### src/rtl/vline_fetch_pkg.sv
// Shared definitions for the video line-fetch scheduler: FSM states,
// timing defaults common with the timing generator, credit counter width.
package vline_fetch_pkg;

  localparam int unsigned LINE_WORDS_DEF = 600;   // H_ACT 1200 / 2 pixels per DDR word
  localparam int unsigned V_ACT_DEF      = 1920;  // active lines per frame
  localparam int unsigned CREDIT_W       = 3;     // lines_ready width, covers 1..7 buffers

  typedef enum logic [2:0] {
    IDLE,
    REQ,
    WAIT_ACK,
    WAIT_DONE,
    DONE
  } state_e;

endpackage

### src/rtl/vline_edge_det.sv
// Registered-history edge detector: one-cycle rise/fall strobes for a
// level signal coming from the timing generator.
module vline_edge_det (
  input  logic clk,
  input  logic rst_n,
  input  logic sig_i,
  output logic rise_o,
  output logic fall_o
);

  logic sig_q;

  // Previous-cycle sample of the input level
  always_ff @(posedge clk) begin
    if (!rst_n) sig_q <= 1'b0;
    else        sig_q <= sig_i;
  end

  assign rise_o = sig_i & ~sig_q;
  assign fall_o = ~sig_i & sig_q;

endmodule

### src/rtl/vline_fetch_sched.sv
// Line-fetch scheduler: issues one DDR line read per request/ack handshake,
// keeps at most NUM_LINEBUF lines buffered ahead of scan-out, restarts on
// vsync and pulses underflow when a line starts with nothing buffered.
// Optional feature macro: FB_SWAP_EN (alternate framebuffer base select).
module vline_fetch_sched
  import vline_fetch_pkg::*;
#(
  parameter int unsigned          LINE_WORDS  = LINE_WORDS_DEF,
  parameter int unsigned          V_ACT       = V_ACT_DEF,
  parameter int unsigned          NUM_LINEBUF = 2,
  parameter int unsigned          ADDR_W      = 32,
  parameter logic [ADDR_W-1:0]    LINE_STRIDE = ADDR_W'(32'h0000_1000)
) (
  input  logic                clk,
  input  logic                rst_n,
  input  logic                enable,
  input  logic [ADDR_W-1:0]   fb_base,
`ifdef FB_SWAP_EN
  input  logic [ADDR_W-1:0]   fb_base_alt,
  input  logic                swap_req,
  output logic                swap_ack,
`endif
  input  logic                vsync,
  input  logic                de,
  output logic                rd_req,
  output logic [ADDR_W-1:0]   rd_addr,
  output logic [15:0]         rd_len,
  input  logic                rd_ack,
  input  logic                rd_done,
  output logic [2:0]          lines_ready,
  output logic                underflow,
  output logic                frame_busy
);

  localparam int unsigned        LIDX_W   = $clog2(V_ACT + 1);
  localparam logic [LIDX_W-1:0]  IDX_END  = LIDX_W'(V_ACT);
  localparam logic [LIDX_W-1:0]  IDX_LAST = LIDX_W'(V_ACT - 1);
  localparam logic [LIDX_W-1:0]  IDX_ONE  = LIDX_W'(1);
  localparam logic [CREDIT_W-1:0] NBUF    = CREDIT_W'(NUM_LINEBUF);
  localparam logic [CREDIT_W-1:0] CR_ONE  = CREDIT_W'(1);

  state_e                state_q;
  logic [LIDX_W-1:0]     line_idx_q;
  logic [ADDR_W-1:0]     addr_acc_q;
  logic [ADDR_W-1:0]     rd_addr_q;
  logic [CREDIT_W-1:0]   lines_ready_q, lines_ready_d;
  logic                  rd_req_q;
  logic                  underflow_q;
  logic                  frame_busy_q;
  logic                  stale_q;

  logic                  vsync_rise, unused_vsync_fall;
  logic                  de_rise, de_fall;
  logic                  frame_start;
  logic                  done_ok;
  logic [ADDR_W-1:0]     start_base;

  vline_edge_det u_vsync_edge (
    .clk    (clk),
    .rst_n  (rst_n),
    .sig_i  (vsync),
    .rise_o (vsync_rise),
    .fall_o (unused_vsync_fall)
  );

  vline_edge_det u_de_edge (
    .clk    (clk),
    .rst_n  (rst_n),
    .sig_i  (de),
    .rise_o (de_rise),
    .fall_o (de_fall)
  );

  assign frame_start = vsync_rise & enable;
  // A completion is counted only for the current frame's request
  assign done_ok     = (state_q == WAIT_DONE) & rd_done & ~stale_q;

`ifdef FB_SWAP_EN
  logic sel_q, sel_d, swap_ack_q;

  // Base select toggles when a swap is requested at frame start
  always_comb begin
    sel_d      = swap_req ? ~sel_q : sel_q;
    start_base = sel_d ? fb_base_alt : fb_base;
  end

  // Select state and one-cycle acknowledge of an applied swap
  always_ff @(posedge clk) begin
    if (!rst_n) begin
      sel_q      <= 1'b0;
      swap_ack_q <= 1'b0;
    end else begin
      swap_ack_q <= frame_start & swap_req;
      if (frame_start) sel_q <= sel_d;
    end
  end

  assign swap_ack = swap_ack_q;
`else
  assign start_base = fb_base;
`endif

  // Credit count: fill on completion, drain on scan-out; both at once cancel
  always_comb begin
    lines_ready_d = lines_ready_q;
    if (frame_start) begin
      lines_ready_d = '0;
    end else if (done_ok && !de_fall) begin
      lines_ready_d = lines_ready_q + CR_ONE;
    end else if (!done_ok && de_fall && lines_ready_q != '0) begin
      lines_ready_d = lines_ready_q - CR_ONE;
    end
  end

  // Fetch FSM with registered request, address and status outputs
  always_ff @(posedge clk) begin
    if (!rst_n) begin
      state_q       <= IDLE;
      line_idx_q    <= '0;
      addr_acc_q    <= '0;
      rd_addr_q     <= '0;
      lines_ready_q <= '0;
      rd_req_q      <= 1'b0;
      underflow_q   <= 1'b0;
      frame_busy_q  <= 1'b0;
      stale_q       <= 1'b0;
    end else begin
      lines_ready_q <= lines_ready_d;
      underflow_q   <= de_rise && (lines_ready_q == '0);
      if (rd_done && stale_q) stale_q <= 1'b0;

      if (frame_start) begin
        state_q      <= REQ;
        line_idx_q   <= '0;
        addr_acc_q   <= start_base;
        frame_busy_q <= 1'b1;
        rd_req_q     <= 1'b0;
        // An unacked request is simply dropped; an accepted one will still
        // report rd_done, which must be swallowed rather than counted.
        if ((state_q == WAIT_ACK && rd_ack) ||
            (state_q == WAIT_DONE && !done_ok)) begin
          stale_q <= 1'b1;
        end
      end else begin
        case (state_q)
          IDLE: ;
          REQ: begin
            if (!enable) begin
              state_q <= IDLE;
            end else if (line_idx_q == IDX_END) begin
              state_q <= DONE;
            end else if (lines_ready_q < NBUF) begin
              rd_req_q   <= 1'b1;
              rd_addr_q  <= addr_acc_q;
              addr_acc_q <= addr_acc_q + LINE_STRIDE;
              state_q    <= WAIT_ACK;
            end
          end
          WAIT_ACK: begin
            if (rd_ack) begin
              rd_req_q <= 1'b0;
              state_q  <= WAIT_DONE;
            end
          end
          WAIT_DONE: begin
            if (done_ok) begin
              line_idx_q <= line_idx_q + IDX_ONE;
              if (line_idx_q == IDX_LAST) frame_busy_q <= 1'b0;
              state_q <= REQ;
            end
          end
          DONE: begin
            if (!enable) state_q <= IDLE;
          end
          default: state_q <= IDLE;
        endcase
      end
    end
  end

  assign rd_req      = rd_req_q;
  assign rd_addr     = rd_addr_q;
  assign rd_len      = 16'(LINE_WORDS);
  assign lines_ready = lines_ready_q;
  assign underflow   = underflow_q;
  assign frame_busy  = frame_busy_q;

endmodule

### config.mk
export PLATFORM = sky130hd
export DESIGN_NAME = vline_fetch_sched
export DESIGN_NICKNAME = d
export VERILOG_FILES = /design/src/rtl/vline_fetch_pkg.sv /design/src/rtl/vline_edge_det.sv /design/src/rtl/vline_fetch_sched.sv
export SDC_FILE = /design/constraint.sdc
export NUM_CORES = 1
export LEC_CHECK = 0
export CAP_MARGIN = 20
export CORE_ASPECT_RATIO = 1.1
export CORE_MARGIN = 1
export CORE_UTILIZATION = 48
export CTS_CLUSTER_DIAMETER = 50
export DETAILED_ROUTE_END_ITERATION = 8
export PLACE_DENSITY = 0.78
export RECOVER_POWER = 100
export SKIP_CTS_REPAIR_TIMING = 1
export SLEW_MARGIN = 20
export SYNTH_ARGS = -nofsm -noshare
export SYNTH_HDL_FRONTEND = slang
export SYNTH_SLANG_ARGS = --single-unit
### constraint.sdc
create_clock -name clk -period 5.4 [get_ports clk]
set_input_delay 0.81 -clock clk [delete_from_list [all_inputs] [get_ports clk]]
set_output_delay 0.81 -clock clk [all_outputs]
set_load 0.02 [all_outputs]
-- Word-level counts from Yosys, hierarchy flattened
Index checks and enable logic that the tools add are counted.
- word-level logic and storage cells: 106
- register bits after elaboration: 87
- output and inout bits: 54
- mux-type cells: 27
- reductions and logical operators: 29
- add/sub/neg operators: 4
- bitwise operators: 14
- equal/unequal tests: 19
- magnitude comparators: 1
- operators by type and width (cell ; number):
    $mux W32 ; 5
    $add A32 B13 Y32 const B ; 1
    $mux W3 ; 8
    $eq A11 B11 Y1 const B ; 2
    $reduce_and A5 Y1 ; 4
    $ne A2 B2 Y1 const B ; 8
    $reduce_bool A2 Y1 ; 8
    $pmux W3 S5 ; 1
    $mux W1 ; 12
    $add A11 B1 Y11 const B ; 1
    $ne A3 B3 Y1 const B ; 3
    $not A1 Y1 ; 8
    $logic_and A1 B1 Y1 ; 7
    $and A1 B1 Y1 ; 6
    $eq A3 B2 Y1 const B ; 2
    $logic_not A3 Y1 ; 2
    $ne A5 B5 Y1 const B ; 1
    $ne A4 B4 Y1 const B ; 1
    $reduce_and A4 Y1 ; 1
    $add A3 B1 Y3 const B ; 1
    $eq A3 B1 Y1 const B ; 1
    $eq A3 B3 Y1 const B ; 1
    $lt A3 B2 Y1 const B ; 1
    $reduce_and A3 Y1 ; 1
    7 further kinds ; 8

-- Logic depth before layout (Yosys ltp)
- depth after elaboration: 8
- depth in mapped cells: 10
- depth with buffers taken out: 9

-- By module
Synthesis repeated with hierarchy kept, for this count alone.
- cells, all modules: 478
- area total of the unflattened synthesis: 3907.5 µm²
- modules (own cells, without submodules) (module ; instances ; seq. area each (µm²) ; cells each ; area each (µm²)):
    vline_fetch_sched ; 1 ; 1701.6 ; 470 ; 3829.9
    vline_edge_det ; 2 ; 20.0 ; 4 ; 38.8

-- Worst setup path before layout
Ideal clock, no wire load.
- path type: input to register
- from: input port rd_done
- to: register lines_ready_q[2], in the netlist lines_ready[2]
- data required time: 5.272 ns
- path slack: 2.999 ns
- stages: 7
- setup time: 0.128 ns
- buffers on the path: 0
- arrival time: 2.273 ns
- cells stage by stage: nand3b_2 nor2_2 nand2_1 fa_1 o41ai_1 xnor2_1 nor2_1
- longest elaborated chain between the ends: 6
- ends and longest elaborated chain (item ; line ; RTL):
    start, declared ; vline_fetch_sched.sv:29 ; input logic rd_done,
    $and A1 B1 Y1 * (2 in series) ; vline_fetch_sched.sv:76 ; assign done_ok = (state_q == WAIT_DONE) & rd_done & ~stale_q;
    $logic_not A1 Y1 ; vline_fetch_sched.sv:110 ; end else if (!done_ok && de_fall && lines_ready_q != '0) begin
    $logic_and A1 B1 Y1 (2 in series) ; vline_fetch_sched.sv:110 ;
    $reduce_bool A2 Y1 (no source line) ; n/a ;
    end signal, assigned ; vline_fetch_sched.sv:128 ; lines_ready_q <= lines_ready_d;
    end, declared ; vline_fetch_sched.sv:46 ; logic [CREDIT_W-1:0] lines_ready_q, lines_ready_d;
Mark *: on every way between the ends. The rest lies on a longest branch, timed or not.
A chain may end at the register's enable or synchronous reset.

-- Final worst setup path
- from: input port enable
- to: register rd_addr_q[8], in the netlist rd_addr[8]
- longest elaborated chain between the ends: 3
- ends and longest elaborated chain (item ; line ; RTL):
    start, declared ; vline_fetch_sched.sv:16 ; input logic enable,
    $and A1 B1 Y1 ; vline_fetch_sched.sv:74 ; assign frame_start = vsync_rise & enable;
    $not A1 Y1 (no source line) ; n/a ;
    $reduce_and A5 Y1 (no source line) * ; n/a ;
    end signal, assigned ; vline_fetch_sched.sv:154 ; rd_addr_q <= addr_acc_q;
    end, declared ; vline_fetch_sched.sv:45 ; logic [ADDR_W-1:0] rd_addr_q;
Marks and branches as above.

==> results.md <==
* Status: finished clean
* Logic pwr share at 8.1%
* Total grt overflow at 0
* WL/cell at 13.79 um
* Seq/Total Area, Yosys at 44.70%
* Clock input transition at the sequential cells of the worst setup and hold paths at 0.08 ns
* Root cell of the clock tree: clkbuf_8
* WS Path Type: input pin to flip-flop
* Synthesized flop and latch total at 87
* Clock Skews at 0.01219 ns
* Design Area, Final at 4770 um^2
* I/O Buffers at 76
* Tmin final at 3.392 ns
* Leak at 1.713 nW
* Initial core utilization at 49.51%
* H-tree lvl count at 3
* Routability congestion estimate at 0.8297
* Final ANT Viol Nets at 0
* Layer with the highest usage: met2
* DRC viols at 0
* Sw Share at 24.35%
* Synth-to-layout area growth at 22.41%
* Clock Power Share at 39.0%
* Num rows at 34
* VDD IR-drop max at 129.3 uV
* Number of global-route vias before repair at 3137
* Fmax at 294.8 MHz
* Chip Height at 96.49 um
* Cell Area, Placed at 4626 um^2
* Initial DRC count at 177
* Final Hold Violating Endpoints at 0
* GRT Resource Usage Total at 21.87%
* Crit end category: flip-flop
* Synthesized area at 3896 um^2
* Met2 Use GR at 37.47%
* Fin cells at 642
* Antenna diode count at 0
* GR Layer Usage met1 at 25.96%
* Total CTS buffers at 9
* Tcrit/Tclk final at 62.81%
* Layout cells sized above 1 at 4.120%
* Data required, critical path at 5.59 ns
* Crit path DAT at 3.58 ns
* Dpl hpwl at 6.083 mm
* Maxcap violations at 0
* Hold Slack at 0.4519 ns
* WL final at 8.850 mm
* Initial DRT Pass Iterations at 4
* Internal Power at 965.0 uW
* RSZ-0062 raised after global routing: false
* Max-slew headroom at 14.08%
* CP max FO at 17
* Top-level I/O count at 93
* Final net count at 572
* Worst skew pair latency at 0.36 ns
* Core area at 7870 um^2
* Hold Path Class: flip-flop to flip-flop
* Filler cell count at 725
* Synth warn at 0
* Final Max Tran Viols at 0
* Switching pwr at 310.6 uW
* Sequential group share of total power at 52.9%
* TritonCTS clock tree: done
* Dpl cells at 626
* CTS Buffer Depth at 2
* Die width at 87.90 um
* Post-Syn Instances at 466
* Clock sink total at 87
* Synthesized area per cell at 8.361 um^2
* Vias per cell at 5.285
* Asr flop ratio synth at 0%
* Largest net degree at the start of global routing at 56
* Sequential cell area at 1742 um^2
* First-pass GRT wire length at 14.31 mm
* Synth Flop Type: dfxtp_1
* Post-synth EDFFs at 0
* # setup viols final at 0
* Yosys cell types at 52
* Tightest Pin Transition at 1.289 ns
* Met3 usage at 4.163%
* DR vias at 3393
* Initial antenna violation count at 0
* Die Area at 8481 um^2
* Setup TNS Final at 0 ns
* Multi-input gate area in the final layout at 1861 um^2
* Critical path launch point type: input pin
* Pwr/cell area at 267.4 nW/um^2
[synthesized netlist by cell type, drive strengths merged (2+ instances only)]
cell    number  area share [%]
a21oi       64             8.2
a31oi        6            0.96
and2         3            0.55
and3         5            0.80
and3b        2            0.45
buf         26             5.3
clkbuf      16             1.6
conb         2            0.19
dfxtp       87              45
ha           3            0.96
inv          6            0.58
mux2i        3            0.77
nand2      103              10
nand2b       2            0.32
nand3       14             1.8
nand3b       2            0.48
nand4       10             2.0
nand4b       3            0.67
nor2        24             2.4
nor2b        2            0.32
nor3         7             1.2
nor3b        2            0.39
nor4         9             2.2
nor4b        3            0.83
o21ai       20             2.6
o41ai        2            0.45
or3          2            0.32
xnor2       15             3.4
xor2        12             2.7
[sequential cells by signal, indices dropped and copies added, names as in the netlist]
signal	count
stale_q	1
lines_ready	3
u_vsync_edge.sig_q	1
line_idx_q	11
state_q	3
frame_busy	1
u_de_edge.sig_q	1
addr_acc_q	32
underflow	1
rd_req	1
rd_addr	32
[worst paths after layout]
path	startpoint	endpoint	slack, ns	cells after the start
min reg2reg	rd_addr[18]	rd_addr[18]	0.45	2
min	rd_addr[18]	rd_addr[18]	0.45	2
max reg2reg	line_idx_q[0]	rd_addr[8]	2.35	8
max	enable	rd_addr[8]	2.01	7
[per-stage QoR]
step	utilization (%)	power, mW	setup slack, ns
floorplan	-	0.7557	2.999
global placement	58.39	0.7903	2.111
detailed placement	58.78	0.7946	2.227
CTS	61.56	1.289	2.612
global route	60.60	1.321	1.779
finish	60.60	1.276	2.008
[critical path, cell delays in order]
cell	delay (ns)
dlygate4sd3_1	0.64
and4bb_4	0.28
and2_0	0.47
nand3_1	0.63
clkbuf_1	0.49
nand2_1	0.18
a21oi_1	0.08
[per-layer routing]
| metal | up-vias | share of wire [%] |
|---|---|---|
| li1 | 1687 | - |
| met1 | 1580 | 44 |
| met2 | 103 | 48 |
| met3 | 23 | 5.2 |
| met4 | 0 | 2.9 |
| met5 | - | 0 |
[power by group through the flow]
stage	logic (mW)	clock network, mW	registers [mW]
2_1_floorplan	0.0680	0	0.688
3_3_place_gp	0.102	0	0.689
3_5_place_dp	0.105	0	0.689
4_1_cts	0.106	0.509	0.675
5_1_grt	0.114	0.530	0.677
6_report	0.103	0.498	0.675
[placed cells by master (no fill, tap or decap), drive strengths merged, types with 5 or more instances in the layout]
master,Yosys,layout
nand2,103,103
dfxtp,87,87
a21oi,64,64
dlygate4sd3,0,40
clkdlybuf4s50,0,36
nor2,24,24
o21ai,20,20
conb,2,16
xnor2,15,15
nand3,14,14
xor2,12,12
clkbuf,16,11
nand4,10,10
nor4,9,9
inv,6,7
nor3,7,7
a31oi,6,6
and3,5,5
[layout make-up]
cell class                      count  share of cell area, %
Inverter                            6                 0.4722
Sequential cell                    87                  36.52
Timing Repair Buffer               80                  16.58
Clock buffer                        9                  2.597
Clock inverter                      7                  1.994
Multi-Input combinational cell    345                  39.01
Tap cell                          108                  2.833
[cells by family after synthesis]
logic type      after synthesis  synth area share, %
other cells                   2               0.1928
flops                        87                44.70
buf+inv                      48                7.482
simple gates                198                26.08
fa+ha+maj                     4                1.477
mux                           3               0.7707
xor+xnor                     27                6.069
compound gates               97                13.23
Power figures use the tool's default switching activity.
